<file path="src/rtl/packet_pkg.sv">
// packet_pkg: shared switch constants and per-input transfer state encoding
package packet_pkg;
    localparam int NUM_PORTS = 4;
    localparam int LEN_WIDTH = 8;
    localparam int MAX_WAIT  = 255;
    typedef enum logic [1:0] {IDLE, REQ, XFER} xfer_state_e;
endpackage

</file>
<file path="src/rtl/xfer_port_fsm.sv">
// xfer_port_fsm: per-input head latch, arbiter request and beat sequencer
module xfer_port_fsm #(
    parameter int NUM_PORTS = 4,
    parameter int LEN_WIDTH = 8,
    parameter int MAX_WAIT  = 255
) (
    input  logic                 clk,
    input  logic                 rst,
    input  logic                 valid,
    input  logic [NUM_PORTS-1:0] dst,
    input  logic [LEN_WIDTH-1:0] len,
    input  logic [NUM_PORTS-1:0] lock_vec,
    input  logic                 grant,
    output logic                 req,
    output logic [NUM_PORTS-1:0] req_dst,
    output logic [NUM_PORTS-1:0] held_dst,
    output logic                 pop,
    output logic                 done,
    output logic                 drop,
    output logic                 starve
);
    import packet_pkg::*;
    localparam int WW = $clog2(MAX_WAIT + 1);
    xfer_state_e          state;
    logic [LEN_WIDTH-1:0] beat_cnt;
    logic [WW-1:0]        wait_cnt;
    // wait_cnt counts the current REQ cycle, so starve rises on the MAX_WAIT-th one
    always_ff @(posedge clk) begin
        if (rst) begin
            state    <= IDLE;
            held_dst <= '0;
            beat_cnt <= '0;
            wait_cnt <= '0;
        end else begin
            case (state)
                IDLE: if (valid && |dst && |len) begin
                    held_dst <= dst;
                    beat_cnt <= len;
                    wait_cnt <= WW'(1);
                    state    <= REQ;
                end
                REQ: if (grant) begin
                    wait_cnt <= '0;
                    state    <= XFER;
                end else if (wait_cnt != WW'(MAX_WAIT)) begin
                    wait_cnt <= wait_cnt + 1'b1;
                end
                XFER: begin
                    beat_cnt <= beat_cnt - 1'b1;
                    if (beat_cnt == LEN_WIDTH'(1)) state <= IDLE;
                end
                default: state <= IDLE;
            endcase
        end
    end
    assign req     = (state == REQ) && ~|(held_dst & lock_vec);
    assign req_dst = (state == REQ) ? held_dst : '0;
    assign drop    = ~rst && (state == IDLE) && valid && (~|dst || ~|len);
    assign pop     = (state == XFER) || drop;
    assign done    = (state == XFER) && (beat_cnt == LEN_WIDTH'(1));
    assign starve  = (wait_cnt == WW'(MAX_WAIT));
endmodule

</file>
<file path="src/rtl/xbar_xfer_ctrl.sv">
// xbar_xfer_ctrl: per-input packet sequencer holding crossbar output locks for whole packets
// XBAR_XFER_STATS_EN adds per-input completed-packet counters (pkt_count, stats_clr)
module xbar_xfer_ctrl #(
    parameter int NUM_PORTS = packet_pkg::NUM_PORTS,
    parameter int LEN_WIDTH = packet_pkg::LEN_WIDTH,
    parameter int MAX_WAIT  = packet_pkg::MAX_WAIT
) (
    input  logic                           clk,
    input  logic                           rst,
`ifdef XBAR_XFER_STATS_EN
    input  logic                           stats_clr,
    output logic [NUM_PORTS*16-1:0]        pkt_count,
`endif
    input  logic [NUM_PORTS-1:0]           in_valid,
    input  logic [NUM_PORTS*NUM_PORTS-1:0] in_dst,
    input  logic [NUM_PORTS*LEN_WIDTH-1:0] in_len,
    output logic [NUM_PORTS-1:0]           arb_req,
    output logic [NUM_PORTS*NUM_PORTS-1:0] arb_dst,
    input  logic [NUM_PORTS-1:0]           arb_grant,
    output logic [NUM_PORTS-1:0]           in_pop,
    output logic [NUM_PORTS-1:0]           out_busy,
    output logic [NUM_PORTS-1:0]           xfer_done,
    output logic [NUM_PORTS-1:0]           err_drop,
    output logic [NUM_PORTS-1:0]           starve
);
    logic [NUM_PORTS-1:0] lock_vec, grant, clash, done, drop, claim, rel;
    logic [NUM_PORTS-1:0] held [NUM_PORTS];
    for (genvar i = 0; i < NUM_PORTS; i++) begin : g_port
        xfer_port_fsm #(
            .NUM_PORTS(NUM_PORTS),
            .LEN_WIDTH(LEN_WIDTH),
            .MAX_WAIT (MAX_WAIT)
        ) u_fsm (
            .clk     (clk),
            .rst     (rst),
            .valid   (in_valid[i]),
            .dst     (in_dst[i*NUM_PORTS +: NUM_PORTS]),
            .len     (in_len[i*LEN_WIDTH +: LEN_WIDTH]),
            .lock_vec(lock_vec),
            .grant   (grant[i]),
            .req     (arb_req[i]),
            .req_dst (arb_dst[i*NUM_PORTS +: NUM_PORTS]),
            .held_dst(held[i]),
            .pop     (in_pop[i]),
            .done    (done[i]),
            .drop    (drop[i]),
            .starve  (starve[i])
        );
    end
    // Lower indices claim outputs first; an overlapping later grant is an arbiter fault
    always_comb begin
        grant = '0;
        clash = '0;
        claim = '0;
        rel   = '0;
        for (int i = 0; i < NUM_PORTS; i++) begin
            grant[i] = arb_req[i] && arb_grant[i] && ~|(held[i] & claim);
            clash[i] = arb_req[i] && arb_grant[i] && !grant[i];
            claim   |= grant[i] ? held[i] : '0;
            rel     |= done[i] ? held[i] : '0;
        end
    end
    always_ff @(posedge clk) begin
        if (rst) lock_vec <= '0;
        else lock_vec <= (lock_vec & ~rel) | claim;
    end
    assign out_busy  = lock_vec;
    assign xfer_done = done;
    assign err_drop  = drop | clash;
`ifdef XBAR_XFER_STATS_EN
    always_ff @(posedge clk) begin
        if (rst || stats_clr) begin
            pkt_count <= '0;
        end else begin
            for (int i = 0; i < NUM_PORTS; i++)
                if (done[i]) pkt_count[i*16 +: 16] <= pkt_count[i*16 +: 16] + 16'd1;
        end
    end
`endif
endmodule
</file>
<file path="config.mk">
export PLATFORM = sky130hd
export DESIGN_NAME = xbar_xfer_ctrl
export DESIGN_NICKNAME = d
export VERILOG_FILES = /design/src/rtl/packet_pkg.sv /design/src/rtl/xfer_port_fsm.sv /design/src/rtl/xbar_xfer_ctrl.sv
export SDC_FILE = /design/constraint.sdc
export NUM_CORES = 1
export LEC_CHECK = 0
export CAP_MARGIN = 20
export CORE_UTILIZATION = 45
export CTS_BUF_LIST = sky130_fd_sc_hd__clkbuf_4 sky130_fd_sc_hd__clkbuf_8
export CTS_CLUSTER_DIAMETER = 60
export DETAILED_ROUTE_END_ITERATION = 7
export HOLD_SLACK_MARGIN = 0.1
export PLACE_DENSITY_LB_ADDON = 0.3
export SLEW_MARGIN = 25
export SYNTH_ARGS = -nofsm -noshare
export SYNTH_HDL_FRONTEND = slang
export SYNTH_SLANG_ARGS = --single-unit
export TNS_END_PERCENT = 5
</file>
<file path="constraint.sdc">
create_clock -name clk -period 2.9 [get_ports clk]
set_input_delay 0.725 -clock clk [delete_from_list [all_inputs] [get_ports clk]]
set_output_delay 0.725 -clock clk [all_outputs]
set_load 0.005 [all_outputs]
</file>
# == Word-level counts from Yosys, hierarchy flattened ==
# Index checks and enable logic that the tools add are counted.
# op_classes
bitwise,18
reduce_logical,107
n_eq_ne,36
n_mux,52
n_addsub,8
# op_table
op,n
8-bit 2-to-1 mux,16
8-bit one-hot mux with 2 select lines,8
4-bit 2-to-1 mux,12
4-bit OR reduction,11
1-bit logical AND,38
8-bit by 1-bit adder with 8-bit output (second input constant),4
4-bit bitwise AND,8
8-bit by 1-bit == test with 1-bit output (second input constant),4
8-bit == test (second input constant),4
8-bit inequality test (second input constant),4
4-bit bitwise OR,8
8-bit OR reduction,4
8-bit by 1-bit subtractor with 8-bit output (second input constant),4
2-bit 2-to-1 mux,12
2-bit by 1-bit inequality test with 1-bit output (second input constant),12
2-bit one-hot mux with 3 select lines,4
3-bit AND reduction,8
1-bit logical NOT,18
2-bit AND reduction,8
2-bit nonzero test,8
3-bit by 1-bit inequality test with 1-bit output (second input constant),4
2-bit by 1-bit == test with 1-bit output (second input constant),4
2-bit == test (second input constant),4
2-bit logical NOT,4
3 further kinds,10
# word_totals
inputBits,58
out_inout_bits,40
register_bits,92
word_cells,238

# == Longest topological paths before layout ==
# Gate-level depths: netlist of the first run.
# logic_depth
ltp_word,25
mapped_depth,9
depth_no_buf,7

# == Modules after synthesis ==
# Synthesis of the first run repeated with hierarchy kept, for this count alone.
# unflattened
hier_cells,686
hier_area_um2,5680.4
# modules_own_cells
mod,seq_area_each_um2,instances,area_per_inst_um2,cells_each
xfer_port_fsm at g_port[0].u_fsm ...,440.4,3,1286.2,153
xfer_port_fsm at g_port[3].u_fsm,440.4,1,1273.7,157
xbar_xfer_ctrl,80.1,1,548.0,70

# == Worst setup path before layout of the first run ==
# Ideal clock, no wire load.
# synth_timing
path_type,input to output
from,input port arb_grant[0]
to,output port err_drop[3]
t_required_ps,2175
arrival_time_ps,1864
path_buffers,1
cell_stages,6
path_slack_ps,311
cell_sequence,and2_1 > a311o_1 > buf_6 > o211ai_2 > nand3_1 > a21o_1
# synth_between
elab_chain_cells,21
# synth_rtl
element,line,rtl
from (decl),xbar_xfer_ctrl.sv:19,"input logic [NUM_PORTS-1:0] arb_grant,"
1-bit logical AND (*),xbar_xfer_ctrl.sv:57,grant[i] = arb_req[i] && arb_grant[i] && ~|(held[i] & claim);
4-bit 2-to-1 mux (*),xbar_xfer_ctrl.sv:59,claim |= grant[i] ? held[i] : '0;
4-bit bitwise AND,xbar_xfer_ctrl.sv:57,
4-bit OR reduction,xbar_xfer_ctrl.sv:57,
1-bit logical NOT,xbar_xfer_ctrl.sv:57,
1-bit logical AND,xbar_xfer_ctrl.sv:57,
4-bit 2-to-1 mux,xbar_xfer_ctrl.sv:59,
4-bit bitwise OR (*),xbar_xfer_ctrl.sv:59,
[... 5 more ...],n/a,
4-bit bitwise OR (*),xbar_xfer_ctrl.sv:59,
4-bit bitwise AND (*),xbar_xfer_ctrl.sv:57,
4-bit OR reduction (*),xbar_xfer_ctrl.sv:57,
1-bit logical NOT (*),xbar_xfer_ctrl.sv:57,
1-bit logical AND (*),xbar_xfer_ctrl.sv:57,
1-bit logical NOT (*),xbar_xfer_ctrl.sv:58,clash[i] = arb_req[i] && arb_grant[i] && !grant[i];
1-bit logical AND (*),xbar_xfer_ctrl.sv:58,
4-bit bitwise OR (*),xbar_xfer_ctrl.sv:69,assign err_drop = drop | clash;
to (decl),xbar_xfer_ctrl.sv:23,"output logic [NUM_PORTS-1:0] err_drop,"
# Every way passes the cells marked *; elsewhere a longest branch is shown, timed or not.

# == Worst setup path after layout of the first run ==
# Ends and elaborated chain as after synthesis.

==> results of run 1 <==
[final cells by class]
| cell class | instances | area share, % |
|---|---|---|
| sequential | 92 | 24.2 |
| clock inverter | 4 | 0.967 |
| multi-input combinational | 533 | 44.4 |
| inverter | 21 | 1.03 |
| timing repair buffer | 227 | 25.1 |
| tap | 147 | 2.41 |
| clock buffer | 11 | 1.90 |
[synthesized netlist by cell type (all sizes together) (6+ instances only)]
cell type,number
a21oi,71
a221oi,10
a22oi,16
a31oi,19
and2,19
and3,12
buf,25
clkbuf,38
dfxtp,92
ha,12
inv,21
mux2i,9
nand2,87
nand3,31
nand3b,7
nand4,6
nand4b,12
nor2,44
nor2b,10
nor3,34
nor4,17
o211ai,10
o21ai,21
or4,7
xor2,9
[where the power goes]
part	switching (µW)	internal (µW)	leakage (µW)	total (µW)
Clock	447	514	0.000113	962
Sequential	114	1360	0.000754	1470
Combinational	480	448	0.00213	928
[worst paths after layout]
path	startpoint	to	slack, ps	depth (start not counted)
worst max-delay path	arb_grant[0]	err_drop[3]	-160	7
worst min-delay path	g_port[1].u_fsm.wait_cnt[1]	g_port[1].u_fsm.wait_cnt[1]	480	2
worst max register to register	out_busy[2]	g_port[2].u_fsm.wait_cnt[0]	390	10
worst min register to register	g_port[1].u_fsm.wait_cnt[1]	g_port[1].u_fsm.wait_cnt[1]	480	2
[cell families (layout without fill, tap and decap cells)]
group | after synthesis | in the layout | share of synthesized area [%]
XOR/XNOR | 9 | 9 | 1.43
AO/OA/AOI/OAI | 197 | 197 | 24.2
buffers and inverters | 84 | 263 | 7.29
adder cells (fa/ha/maj) | 12 | 12 | 2.73
multiplexers | 9 | 9 | 1.64
flip-flops | 92 | 92 | 33.4
AND/OR/NAND/NOR | 306 | 306 | 29.3
[cells in the final DEF, fill, tap and decap left out, drive strengths merged, types with 6 or more instances in the layout]
cell type | synthesis | routed
nor3 | 34 | 34
nor2 | 44 | 44
clkdlybuf4s50 | 0 | 71
clkbuf | 38 | 11
nor4 | 17 | 17
and3 | 12 | 12
mux2i | 9 | 9
or4 | 7 | 7
a21oi | 71 | 71
nand4b | 12 | 12
inv | 21 | 21
a22oi | 16 | 16
nand3 | 31 | 31
dfxtp | 92 | 92
nand4 | 6 | 6
nand2 | 87 | 87
dlygate4sd2 | 0 | 16
a31oi | 19 | 19
a221oi | 10 | 10
xor2 | 9 | 9
ha | 12 | 12
nand3b | 7 | 7
and2 | 19 | 19
buf | 25 | 136
nor2b | 10 | 10
o211ai | 10 | 10
o21ai | 21 | 21
[flip-flops by register name, indices dropped and copies added, names as in the netlist]
register and flops:
g_port.u_fsm.beat_cnt 32, g_port.u_fsm.wait_cnt 32, g_port.u_fsm.held_dst 16, g_port.u_fsm.state 8, out_busy 4
[worst reg2reg max path, delay by kind of cell, from the launching register on]
| kind | cells | cell delay (ps) |
|---|---|---|
| compound gates | 4 | 980 |
| buf+inv | 4 | 650 |
| flops | 1 | 450 |
| simple gates | 2 | 350 |
[repair_timing]
| action | CTS | global route |
|---|---|---|
| setup endpoints to repair | 10 | 9 |
| pin swaps | 21 | 7 |
| gates resized for setup | 56 | 13 |
| setup buffers | 10 | 2 |
[through the flow]
step,cells,utilization (%),setup WS (ps)
3_5_place_dp,1008,60.5,-567
2_1_floorplan,709,-,311
4_1_cts,1033,63.3,-186
6_report,1035,63.8,-165
5_1_grt,1035,63.8,-273
3_3_place_gp,1008,60.5,-549
[routing by layer]
layer  global-route usage, %  part of all wire [%]  up-vias
met2                    47.7                    48      202
met1                    35.2                    43     2926
met4                    13.9                   3.7        0
met5                       0                     0        -
li1                        -                     -     2966
met3                    3.73                   4.4       49
==> impl_metrics.json, run 1 <==
{
  "outcome": "complete, but fails checks",
  "violations": "negative setup slack",
  "vias": 6143,
  "first_pass_iters": 5,
  "p_per_area_nw_per_um2": 441,
  "die_area_um2": 12700,
  "grt_first_pass_wirelength_mm": 28.9,
  "area_delta_synth_final_pct": 38.7,
  "ant_nets": 0,
  "finalCritPeriodShare_pct": 106,
  "nets": 954,
  "max_freq_mhz": 326,
  "slowest_delay_ps": 410,
  "finalClockSkew_ps": 16.3,
  "synth_area_um2": 5510,
  "wl_per_cell_um": 16.9,
  "fillCellCount": 1035,
  "worstPathMaxFanout": 3,
  "setup-tns-final_ps": -319,
  "syn_area_per_cell_um2": 7.77,
  "cpMaxStageDelayCell": "a311o_1",
  "irDropWorstVdd_mv": 0.232,
  "ys_seq_area_share_pct": 33.4,
  "start_util_pct": 46.0,
  "tightest_slew_ps": 882,
  "path_buf_inv": 2,
  "async_reset_ff_share_pct": 0,
  "layout-drive-gt1-share_pct": 21.4,
  "cp-end-kind": "output port",
  "cts-root-buf": "clkbuf_8",
  "syn_inst": 709,
  "p_total_uw": 3360,
  "crit_family": "compound AO/OA/AOI/OAI gates",
  "n_antenna_cell": 0,
  "antenna_found_initial": 0,
  "finalWirelength_mm": 17.5,
  "timing.hold.ws_ps": 480,
  "ys_ff_latch": 92,
  "crit_arrival_ps": 2340,
  "cts.sinks": 92,
  "hold_viol": 0,
  "io_buffers": 97,
  "drc": 0,
  "grt_pass1_vias": 6104,
  "pin_count": 98,
  "synth.distinct_cells": 70,
  "cts_buffers": 9,
  "grt_max_degree": 51,
  "hpwl_mm": 13.2,
  "multi_input_area_um2": 3390,
  "finalMaxSlewViolations": 0,
  "insertion_delay_ps": 370,
  "rsz0062_at_grt": "true",
  "vias_per_cell": 5.94,
  "drt_iter0_drc": 453,
  "path_cells": "clkdlybuf4s15_1, and2_4, a311o_1, o211ai_2, nand3_2, a21o_1, dlygate4sd2_1",
  "ctsHoldBuffers": 0,
  "hp-class": "reg -> reg",
  "row_count": 40,
  "die_y_um": 113,
  "crit_type": "in -> out",
  "synth_edf_count": 0,
  "p_leak_uw": 0.00300,
  "regArea_um2": 1850,
  "fin_crit_ps": 3060,
  "gp_congestion": 0.971,
  "placed_area_um2": 7230,
  "grt_use_total_pct": 28.2,
  "slew-limit-headroom_pct": 40.6,
  "synth_area_leaders": "dfxtp_1, a21oi_1, nand2_1",
  "yosys_warnings": 0,
  "cap_violations": 0,
  "synth-main-ff-cell": "dfxtp_1",
  "cp-start-kind": "input pin",
  "cts_tree": "yes",
  "die-width_um": 113,
  "setup_ws_ps": -165,
  "grt_overflow": 0,
  "yosys.area.top_type": "dfxtp_1",
  "clk_pin_slew_ps": 100,
  "required_ps": 2170,
  "setup_viol": 3,
  "synthesis.nets": 779,
  "design_area_um2": 7640,
  "core_area_um2": 12000,
  "netlist.area_leader.share_pct": 33.4,
  "h-tree-depth": 3,
  "cts.path.max_buffers": 2
}
Power figures use the tool's default switching activity.
==> run 2: changes to the inputs <==
SKIP_LAST_GASP = 1   (was not set)
==> impl_metrics.json, run 2 (synthesis results as in run 1) <==
{
  "p_per_area_nw_per_um2": 442,
  "cts_buffers": 9,
  "finalWirelength_mm": 17.3,
  "min_path_cells": 2,
  "slew-limit-headroom_pct": 40.0,
  "grt_max_degree": 51,
  "wl_per_cell_um": 16.8,
  "area_delta_synth_final_pct": 37.5,
  "vias": 6095,
  "drc": 0,
  "crit_arrival_ps": 2390,
  "cp-start-kind": "input pin",
  "placed_area_um2": 7230,
  "layout-drive-gt1-share_pct": 19.8,
  "max_freq_mhz": 321,
  "cts.sinks": 92,
  "drt_iter0_drc": 511,
  "finalMaxSlewViolations": 0,
  "p_leak_uw": 0.00293,
  "dp.cells": 1008,
  "cap_violations": 0,
  "clk_pin_slew_ps": 100,
  "final_cells": 1033,
  "layout_commonest_cell": "buf_4",
  "insertion_delay_ps": 370,
  "setup_ws_ps": -215,
  "grt_overflow": 0,
  "first_pass_iters": 5,
  "r2r_setup_slack_ps": 350,
  "outcome": "complete, but fails checks",
  "h-tree-depth": 3,
  "antenna_found_initial": 0,
  "grt_pass1_vias": 6087,
  "pre_cts_ws_ps": -567,
  "hold_end": "g_port[1].u_fsm.wait_cnt[1]",
  "required_ps": 2170,
  "n_antenna_cell": 0,
  "die-width_um": 113,
  "gp_congestion": 0.971,
  "hpwl_mm": 13.2,
  "pin_count": 98,
  "hp-class": "reg -> reg",
  "violations": "negative setup slack",
  "core_area_um2": 12000,
  "crit_type": "in -> out",
  "ctsHoldBuffers": 0,
  "irDropWorstVdd_mv": 0.232,
  "min_from": "g_port[1].u_fsm.wait_cnt[1]",
  "r2r-start": "out_busy[1]",
  "design_area_um2": 7570,
  "grt_first_pass_wirelength_mm": 28.8,
  "ant_nets": 0,
  "row_count": 40,
  "worstPathMaxFanout": 3,
  "r2r_cells": 10,
  "die_y_um": 113,
  "vias_per_cell": 5.90,
  "tightest_slew_ps": 892,
  "finalClockSkew_ps": 14.6,
  "hold_viol": 0,
  "die_area_um2": 12700,
  "fillCellCount": 1043,
  "rsz0062_at_grt": "true",
  "start_util_pct": 46.0,
  "nets": 952,
  "fin_crit_ps": 3120,
  "most-common-layout-cells": "buf_4, dfxtp_1, nand2_1",
  "top_regs": "g_port.u_fsm.beat_cnt: 32 flops, g_port.u_fsm.wait_cnt: 32 flops, g_port.u_fsm.held_dst: 16 flops",
  "cts.path.max_buffers": 2,
  "cp-end-kind": "output port",
  "timing.rr.end": "g_port[2].u_fsm.wait_cnt[0]",
  "setup_viol": 9,
  "grt_use_total_pct": 28.0,
  "finalCritPeriodShare_pct": 107,
  "cts_tree": "yes",
  "cts-root-buf": "clkbuf_8",
  "io_buffers": 97
}
==> run 2: routing by layer <==
layer | routed length, µm | track usage (%) | up-vias
met3 | 937 | 3.73 | 45
li1 | - | - | 2960
met1 | 7420 | 35.0 | 2871
met5 | 0 | 0 | -
met4 | 584 | 13.3 | 0
met2 | 8370 | 47.7 | 219
==> run 2: worst max-delay path: stages <==
cell           delay, ps
dlygate4sd2_1        270
and2_1               170
a311o_1              420
o211ai_2             220
nand3_2              130
a21o_1               190
dlygate4sd2_1        260
==> run 2: layout make-up <==
cell class                 count  area (µm²)  share of cell area [%]
clock inverter                 4        73.8                   0.975
timing repair buffer         225        1910                    25.3
sequential                    92        1850                    24.4
tap                          147         184                    2.43
clock buffer                  11         145                    1.92
inverter                      21        78.8                    1.04
multi-input combinational    533        3330                    44.0
==> run 2: timing repair <==
item                                    CTS  global route
pin swaps                                19             0
buffers inserted                         10             0
gates resized for setup                  35             2
endpoints found under the setup margin   10            10
endpoints found under the hold margin     0             0
==> run 2: through the flow <==
stage          TNS (ps)  utilization, %  total power [µW]  hold slack, ps
2_1_floorplan         0               -              1960             444
3_3_place_gp      -3450            60.5              2360             458
3_5_place_dp      -3560            60.5              2390             469
4_1_cts           -1110            63.3              3360             481
5_1_grt           -2100            63.3              3520             507
6_report          -1180            63.3              3350             481
==> run 2: power by group <==
group / switching [µW] / internal [µW]
registers: 111 / 1360
clock network: 445 / 514
logic: 475 / 444
==> run 2: worst max-delay path by stage <==
stage / startpoint / to / slack, ps / cells past startpoint
6_report: arb_grant[0] / err_drop[3] / -220 / 7
5_1_grt: in_len[7] / in_pop[0] / -290 / 6
4_1_cts: in_len[7] / in_pop[0] / -190 / 6
3_5_place_dp: in_len[10] / err_drop[1] / -570 / 6
3_3_place_gp: in_len[10] / err_drop[1] / -550 / 6
2_1_floorplan: arb_grant[0] / err_drop[3] / 310 / 6
==> run 3: changes to the inputs <==
CORE_MARGIN = 1.5   (was not set)
SLEW_MARGIN = not set   (was 25)
==> impl_metrics.json, run 3 (synthesis results as in run 1) <==
{
  "hold_end": "g_port[1].u_fsm.wait_cnt[1]",
  "die-width_um": 114,
  "setup_viol": 9,
  "design_area_um2": 7500,
  "ant_nets": 0,
  "crit_type": "in -> out",
  "timing.rr.end": "g_port[2].u_fsm.wait_cnt[5]",
  "hold_viol": 0,
  "fin_crit_ps": 3080,
  "crit_family": "buffers and inverters",
  "most-common-layout-cells": "buf_4, dfxtp_1, nand2_1",
  "vias_per_cell": 5.97,
  "rsz0062_at_grt": "true",
  "irDropWorstVdd_mv": 0.281,
  "cts.sinks": 92,
  "r2r_cells": 8,
  "finalMaxSlewViolations": 0,
  "area_delta_synth_final_pct": 36.1,
  "gp_congestion": 0.945,
  "worstPathMaxFanout": 2,
  "min_path_cells": 2,
  "slew-limit-headroom_pct": 41.1,
  "grt_use_total_pct": 26.2,
  "cp-end-kind": "output port",
  "drc": 0,
  "cts-root-buf": "clkbuf_8",
  "clk_pin_slew_ps": 80,
  "finalWirelength_mm": 16.9,
  "nets": 944,
  "hpwl_mm": 13.0,
  "pin_count": 98,
  "path_cells": "clkdlybuf4s50_1, nor4_2, a21oi_2, nor3_2, or2_2, clkdlybuf4s50_1",
  "path_buf_inv": 2,
  "antenna_found_initial": 0,
  "drt_iter0_drc": 532,
  "tightest_slew_ps": 875,
  "fillCellCount": 1079,
  "start_util_pct": 46.0,
  "max_freq_mhz": 325,
  "placed_area_um2": 7200,
  "cap_violations": 0,
  "r2r_setup_slack_ps": 570,
  "io_buffers": 97,
  "final_util_pct": 62.7,
  "slowest_delay_ps": 490,
  "grt_overflow": 0,
  "p_leak_uw": 0.00290,
  "r2r-start": "g_port[1].u_fsm.held_dst[3]",
  "hp-class": "reg -> reg",
  "cts_tree": "yes",
  "cts_buffers": 9,
  "required_ps": 2170,
  "core_area_um2": 12000,
  "h-tree-depth": 3,
  "die_area_um2": 12900,
  "vias": 6116,
  "crit_top_cell": "clkdlybuf4s50_1",
  "grt_pass1_vias": 5788,
  "min_from": "g_port[1].u_fsm.wait_cnt[1]",
  "p_per_area_nw_per_um2": 419,
  "n_antenna_cell": 0,
  "layout_commonest_cell": "buf_4",
  "crit_arrival_ps": 2350,
  "finalClockSkew_ps": 7.98,
  "die_y_um": 114,
  "timing.hold.ws_ps": 488,
  "finalCritPeriodShare_pct": 106,
  "layout-drive-gt1-share_pct": 19.5,
  "pre_cts_ws_ps": -609,
  "setup_ws_ps": -178,
  "wl_per_cell_um": 16.5,
  "top_regs": "g_port.u_fsm.beat_cnt: 32 flops, g_port.u_fsm.wait_cnt: 32 flops, g_port.u_fsm.held_dst: 16 flops",
  "grt_first_pass_wirelength_mm": 27.5,
  "insertion_delay_ps": 370,
  "violations": "negative setup slack",
  "outcome": "complete, but fails checks",
  "cts.path.max_buffers": 2,
  "row_count": 40,
  "grt_max_degree": 57,
  "first_pass_iters": 5,
  "cpMaxStageDelayCell": "clkdlybuf4s50_1",
  "cp-start-kind": "input pin"
}
## run 3: cell types whose count changed in the layout (fill, tap and decap cells not counted), moves of 2 or more
cell / change
clkdlybuf4s50_1: +2
dlymetal6s2s_1: +4
bufinv_16: -2
clkinv_2: +2
nor4_1: -2
buf_4: -7
dlygate4sd2_1: -5
## run 3: worst max path at each step
stage	start	endpoint	slack [ps]	depth (start not counted)
6_report	in_len[2]	in_pop[0]	-180	6
2_1_floorplan	arb_grant[0]	err_drop[3]	310	6
3_5_place_dp	in_len[10]	err_drop[1]	-610	6
5_1_grt	in_dst[2]	in_pop[0]	-250	6
3_3_place_gp	in_len[10]	err_drop[1]	-550	6
4_1_cts	in_len[2]	in_pop[0]	-240	6
## run 3: worst min-delay path: cells and delay by family, from the launching register on
kind,cells,cell delay [ps]
AOI/OAI and AO/OA,1,50
DFF,1,330
and+or+nand+nor,1,60
## run 3: per-layer routing
metal	vias up	routed length, µm	global-route usage, %
met5	-	0	0
met4	0	406	8.17
met3	36	990	5.63
met2	214	8180	45.0
met1	2920	7280	32.9
li1	2946	-	-
## run 3: power by group
group          internal [µW]  switching [µW]  leakage (µW)
Sequential              1360             112      0.000754
Clock                    331             430     0.0000882
Combinational            438             468       0.00206
## run 3: final cells by class
type | instances | area, µm² | area share [%]
clock inverter | 3 | 15.0 | 0.200
tap | 147 | 184 | 2.45
inverter | 21 | 78.8 | 1.05
multi-input combinational | 533 | 3360 | 44.9
clock buffer | 11 | 145 | 1.94
sequential | 92 | 1850 | 24.6
timing repair buffer | 217 | 1860 | 24.8
## run 3: what timing repair did
item | 4_1_cts | 5_1_grt
hold buffers | 0 | 0
setup buffers | 4 | 1
setup endpoints to repair | 10 | 11
gates resized for setup | 31 | 10
pin swaps | 15 | 5
## run 3: per-stage QoR
step / power [µW] / TNS [ps] / instances
CTS: 3140 / -1330 / 1023
global placement: 2350 / -3320 / 1005
detailed placement: 2380 / -3660 / 1005
floorplan: 1960 / 0 / 709
global route: 3310 / -2020 / 1024
finish: 3140 / -1120 / 1024
